**src/rtl/cpu_wb_cla_mult_ctrl.sv**
```systemverilog
// cpu_wb_cla_mult_ctrl: sequential shift-and-add unsigned multiplier.
// One DATA_WID-wide carry-lookahead adder is reused once per clock, for DATA_WID
// iterations, to build an exact 2*DATA_WID-bit product. Operands come in and the
// result goes out through valid/ready handshakes. The unit sits beside the ALU.

// cpu_wb_cla_adder: generate/propagate adder used as the multiplier's accumulator.
module cpu_wb_cla_adder #(
    parameter int WID = 32
) (
    input  logic [WID-1:0] i_in1,
    input  logic [WID-1:0] i_in2,
    input  logic           i_carry_in,
    output logic [WID-1:0] o_sum,
    output logic           o_carry_out
);

    logic [WID-1:0] w_gen;
    logic [WID-1:0] w_prop;
    logic           w_carry;

    assign w_gen  = i_in1 & i_in2;
    assign w_prop = i_in1 ^ i_in2;

    // Carry chain from the per-bit generate/propagate terms; the final carry is the adder carry out
    always_comb begin
        w_carry = i_carry_in;
        o_sum   = '0;
        for (int i = 0; i < WID; i++) begin
            o_sum[i] = w_prop[i] ^ w_carry;
            w_carry  = w_gen[i] | (w_prop[i] & w_carry);
        end
        o_carry_out = w_carry;
    end

endmodule

module cpu_wb_cla_mult_ctrl #(
    parameter int DATA_WID = 32,
    parameter int CNT_WID  = 6
) (
    input  logic                  clk,
    input  logic                  rst_n,
    input  logic                  start_valid,
    output logic                  start_ready,
    input  logic [DATA_WID-1:0]   op_a,
    input  logic [DATA_WID-1:0]   op_b,
    input  logic                  abort,
    output logic                  res_valid,
    input  logic                  res_ready,
    output logic [2*DATA_WID-1:0] product,
    output logic                  busy
);

    typedef enum logic [1:0] {
        ST_IDLE,
        ST_CALC,
        ST_DONE
    } state_t;

    state_t                r_state;
    state_t                w_nextState;
    logic                  r_armed;
    logic [DATA_WID-1:0]   r_mcand;
    logic [DATA_WID-1:0]   r_accHi;
    logic [DATA_WID-1:0]   r_accLo;
    logic [CNT_WID-1:0]    r_cnt;
    logic [DATA_WID-1:0]   w_addIn2;
    logic [DATA_WID-1:0]   w_sum;
    logic                  w_cout;
    logic                  w_accept;
    logic                  w_lastIter;

    // The partial-product addend is the multiplicand when the multiplier LSB is set
    assign w_addIn2   = r_accLo[0] ? r_mcand : '0;
    assign w_lastIter = (r_cnt == CNT_WID'(DATA_WID - 1));
    assign product    = {r_accHi, r_accLo};

    cpu_wb_cla_adder #(
        .WID(DATA_WID)
    ) u_adder (
        .i_in1      (r_accHi),
        .i_in2      (w_addIn2),
        .i_carry_in (1'b0),
        .o_sum      (w_sum),
        .o_carry_out(w_cout)
    );

    // State register
    always_ff @(posedge clk or negedge rst_n) begin
        if (!rst_n) begin
            r_state <= ST_IDLE;
        end else begin
            r_state <= w_nextState;
        end
    end

    // Holds start_ready low until the first clock edge after reset release
    always_ff @(posedge clk or negedge rst_n) begin
        if (!rst_n) begin
            r_armed <= 1'b0;
        end else begin
            r_armed <= 1'b1;
        end
    end

    // Next-state and handshake outputs; abort always returns to IDLE and beats start_valid
    always_comb begin
        w_nextState = r_state;
        start_ready = 1'b0;
        res_valid   = 1'b0;
        busy        = 1'b0;
        w_accept    = 1'b0;
        case (r_state)
            ST_IDLE: begin
                start_ready = r_armed;
                if (!abort && start_valid && r_armed) begin
                    w_accept    = 1'b1;
                    w_nextState = ST_CALC;
                end
            end
            ST_CALC: begin
                busy = 1'b1;
                if (abort) begin
                    w_nextState = ST_IDLE;
                end else if (w_lastIter) begin
                    w_nextState = ST_DONE;
                end
            end
            ST_DONE: begin
                busy      = 1'b1;
                res_valid = 1'b1;
                if (abort || res_ready) begin
                    w_nextState = ST_IDLE;
                end
            end
            default: begin
                w_nextState = ST_IDLE;
            end
        endcase
    end

    // Datapath: load operands on accept, then add-and-shift right once per CALC cycle.
    // Registers are left alone on abort and after the result handshake so product keeps the last result.
    always_ff @(posedge clk or negedge rst_n) begin
        if (!rst_n) begin
            r_mcand <= '0;
            r_accHi <= '0;
            r_accLo <= '0;
            r_cnt   <= '0;
        end else if (w_accept) begin
            r_mcand <= op_a;
            r_accHi <= '0;
            r_accLo <= op_b;
            r_cnt   <= '0;
        end else if (r_state == ST_CALC && !abort) begin
            {r_accHi, r_accLo} <= {w_cout, w_sum, r_accLo[DATA_WID-1:1]};
            r_cnt              <= r_cnt + CNT_WID'(1);
        end
    end

endmodule

```
**config.mk**
```make
export PLATFORM = sky130hd
export DESIGN_NAME = cpu_wb_cla_mult_ctrl
export DESIGN_NICKNAME = d
export VERILOG_FILES = /design/src/rtl/cpu_wb_cla_mult_ctrl.sv
export SDC_FILE = /design/constraint.sdc
export NUM_CORES = 1
export LEC_CHECK = 0
export ABC_AREA = 1
export CORE_ASPECT_RATIO = 1.75
export CORE_MARGIN = 5
export CORE_UTILIZATION = 54
export DETAILED_ROUTE_END_ITERATION = 8
export PLACE_DENSITY = 0.87
export SLEW_MARGIN = 20
export SYNTH_ARGS = -nofsm -noshare
export SYNTH_HDL_FRONTEND = slang
export SYNTH_SLANG_ARGS = --single-unit
```
**constraint.sdc**
```tcl
create_clock -name clk -period 21.6 [get_ports clk]
set_input_delay 4.32 -clock clk [delete_from_list [all_inputs] [get_ports clk]]
set_output_delay 4.32 -clock clk [all_outputs]
set_load 0.005 [all_outputs]
```
==> summary.txt <==
Critical path
  • Worst R2R Start: r_accLo[0]
  • Crit path max fanout: 34
  • Startpoint types: flop
  • CP most frequent cell: fa_1
  • Crit. End Element: flop
  • Critical Path RT: 21.84 ns
  • Critical path origin: r_accLo[0]
  • Crit-path slowest cell: dfrtp_2
  • CP arrival: 14.40 ns
  • WS Path Type: reg2reg
  • Crit path largest cell delay: ~0.76 ns

Logic synthesis
  • Synth area leader: dfrtp_1
  • Post-synth ARST share: 100%
  • Dominant synthesized flop cell: dfrtp_1
  • Number of synthesized flops with an enable pin: 0
  • Ys Warns: 0
  • Register bit count reported by yosys: approximately 110
  • Syn nets: 755
  • Synth area leaders: dfrtp_1 (48%), nand2_1 (19%), fa_1 (11%)
  • Top cell type's share of synthesized area: around 48%
  • Post-synthesis cell type count: 22
  • Syn Std Cell Area: 5450 um^2
  • Avg Cell Area, Syn: approximately 8.4 um^2
  • Seq/Total Area, Yosys: 48.2%
  • Cells after Synth: 650

Route
  • WL per Instance: 14.8 um
  • # DRC: 0
  • Vias per std cell: 5.13
  • Vias post-DR: roughly 4600
  • Pre-antenna DRT Iters: 5
  • Remaining antenna violation count: 0
  • Final WL: 13.2 mm
  • Violation count after the first detailed-route iteration: 236

GRT
  • Largest net degree at the start of global routing: 99
  • First-pass GRT wire length: 21.3 mm
  • Antenna violations before repair: 0
  • Gr busiest metal: met2
  • M1 GR Usage: between 20% and 30%
  • Vias in the first global route: 4714
  • Grt ovf: 0
  • Met2 Use GR: 40.4%
  • GRT Overall Usage: 21.9%
  • Grt met3 use: 2.89%

Finish
  • Leading cell type in the layout, fill and taps excluded: nand2_1
  • Layout Nets: 869
  • Layout cells sized above 1: 3.38%
  • Synth-to-Final Area Change: 30.8%
  • ANT cells: 0
  • Fillers: 719
  • Non-Filler Instances: 894
  • Commonest cells after routing, fill and taps aside: nand2_1 (278), clkdlybuf4s50_1 (134), dfrtp_1 (104)

Placed design
  • Buffers added on ports: 135
  • Worst Setup Slack post-DPL: 7.13 ns
  • Hpwl dp: 9.52 mm
  • RePlAce Congestion: about 0.85
  • Placed cells: 878

Floorplan
  • Initial Utilization: 55.3%
  • Core ar.: 9850 um^2
  • Die X: 86.0 um
  • Die area: 12300 um^2
  • Die height: 143 um
  • # rows: 48
  • IO Pins: 136

Pwr
  • Clock power share: 19.3%
  • Peak supply drop: 0.0703 mV
  • Pint: 613 uW
  • Switch share: 36.1%
  • Psw: 347 uW
  • Logic pwr share: 41.8%
  • Sequential Power Share: 38.8%
  • PwrDens: roughly 130 nW/um^2
  • Leak: between 3 and 4 nW

CTS
  • Clk sinks: 105
  • Bufs on Longest Clock Path: 2
  • H-tree depth: 3
  • CTS tree: yes
  • Clock buffer count from CTS: 9
  • Post-CTS setup buffer count: 0
  • Reg clk slew, reported paths: 0.06 ns
  • Clk Latency, worst-skew pair: about 0.35 ns
  • Clk root buf: clkbuf_16
  • Hold-fix buffers, CTS: 0
  • Post_cts resized: 0

Timing
  • Fin crit period: 14.16 ns
  • Worst Tran Pin Value: 0.899 ns
  • RSZ-0062 raised after global routing: no
  • Finish-stage setup viols: 0
  • Final hold violation count: 0
  • Final worst slack: ~7.4 ns
  • Setup_tns: 0 ns
  • Maximum clock frequency: 70.6 MHz
  • Slew Limit Headroom: about 40%
  • Period utilisation layout: 65.5%
  • Max-slew violations: 0
  • Clk_skew: 0.00620 ns

Flow run
  • Max Cap Viol: 0

Min path
  • Hold wc startpoint: r_mcand[28]
  • Hold WC Path Type: reg2reg

Status
  • Outcome: finished clean
==> sequential cells by signal, indices dropped and copies added (netlist names) <==
register,cells
r_accHi,32
r_accLo,32
r_mcand,32
r_cnt,6
r_state,2
r_armed,1
==> routing by layer <==
layer	share of wire [%]	wire length, um
met5	0	0
met4	2.7	359
met3	5.0	665
met2	55	7270
met1	37	4930
==> Yosys cell counts (all sizes together) (2+ instances only) <==
master and number:
nor3b 2, a31oi 30, fa 31, clkbuf 10
buf 24, ha 5, nand3 10, nand2 279
dfrtp 105, inv 77, a21oi 2, o21ai 34
nor2 37
==> through the flow <==
| step | power, mW | util [%] | instance area (um^2) | hold slack, ns |
|---|---|---|---|---|
| after global placement | 0.754 | 68.9 | 6790 | 0.461 |
| after CTS | 0.970 | 72.4 | 7130 | 0.484 |
| after detailed placement | 0.780 | 68.9 | 6790 | 0.466 |
| final | 0.960 | 72.4 | 7130 | 0.483 |
| after floorplan | 0.573 | - | 5450 | 0.449 |
| after global routing | 1.04 | 72.4 | 7130 | 0.505 |
==> cell type report <==
type / count / area, um^2 / area share (%)
Clock buffer: 10 / 239 / 3.35
Multi-Input combinational cell: 433 / 2340 / 32.9
Timing Repair Buffer: 137 / 1360 / 19.1
Sequential cell: 105 / 2630 / 36.9
Clock inverter: 6 / 105 / 1.47
Tap cell: 125 / 156 / 2.19
Inverter: 78 / 294 / 4.12
==> critical path: cells and delay by family (launching register included) <==
family | cells | cell delay (ns)
DFF | 1 | 0.76
AOI/OAI and AO/OA | 1 | 0.08
and+or+nand+nor | 2 | 0.19
buffers and inverters | 3 | 0.18
adders and majority gates | 32 | 12.81
==> power by group through the flow <==
stage / registers [mW] / clock network (mW) / logic [mW]
final: 0.373 / 0.186 / 0.402
after global routing: 0.385 / 0.196 / 0.456
after CTS: 0.372 / 0.189 / 0.410
after detailed placement: 0.374 / 0 / 0.405
after global placement: 0.370 / 0 / 0.384
after floorplan: 0.355 / 0 / 0.217
==> worst paths after layout <==
check,end,slack (ns),cells past startpoint
hold / removal,r_mcand[28],0.48,2
hold reg to reg,r_mcand[28],0.48,2
min in group asynchronous,r_state[1],3.91,1
max in group asynchronous,r_accLo[0],16.40,2
setup reg to reg,r_accHi[30],7.44,38
setup / recovery,r_accHi[30],7.44,38
==> cells by family after synthesis <==
group | synth area share [%]
buffers and inverters | 8.79
other | 0.0688
flip-flops | 48.2
AO/OA/AOI/OAI | 6.75
AND/OR/NAND/NOR | 23.7
adder cells (fa/ha/maj) | 12.5
Power figures use the tool's default switching activity.
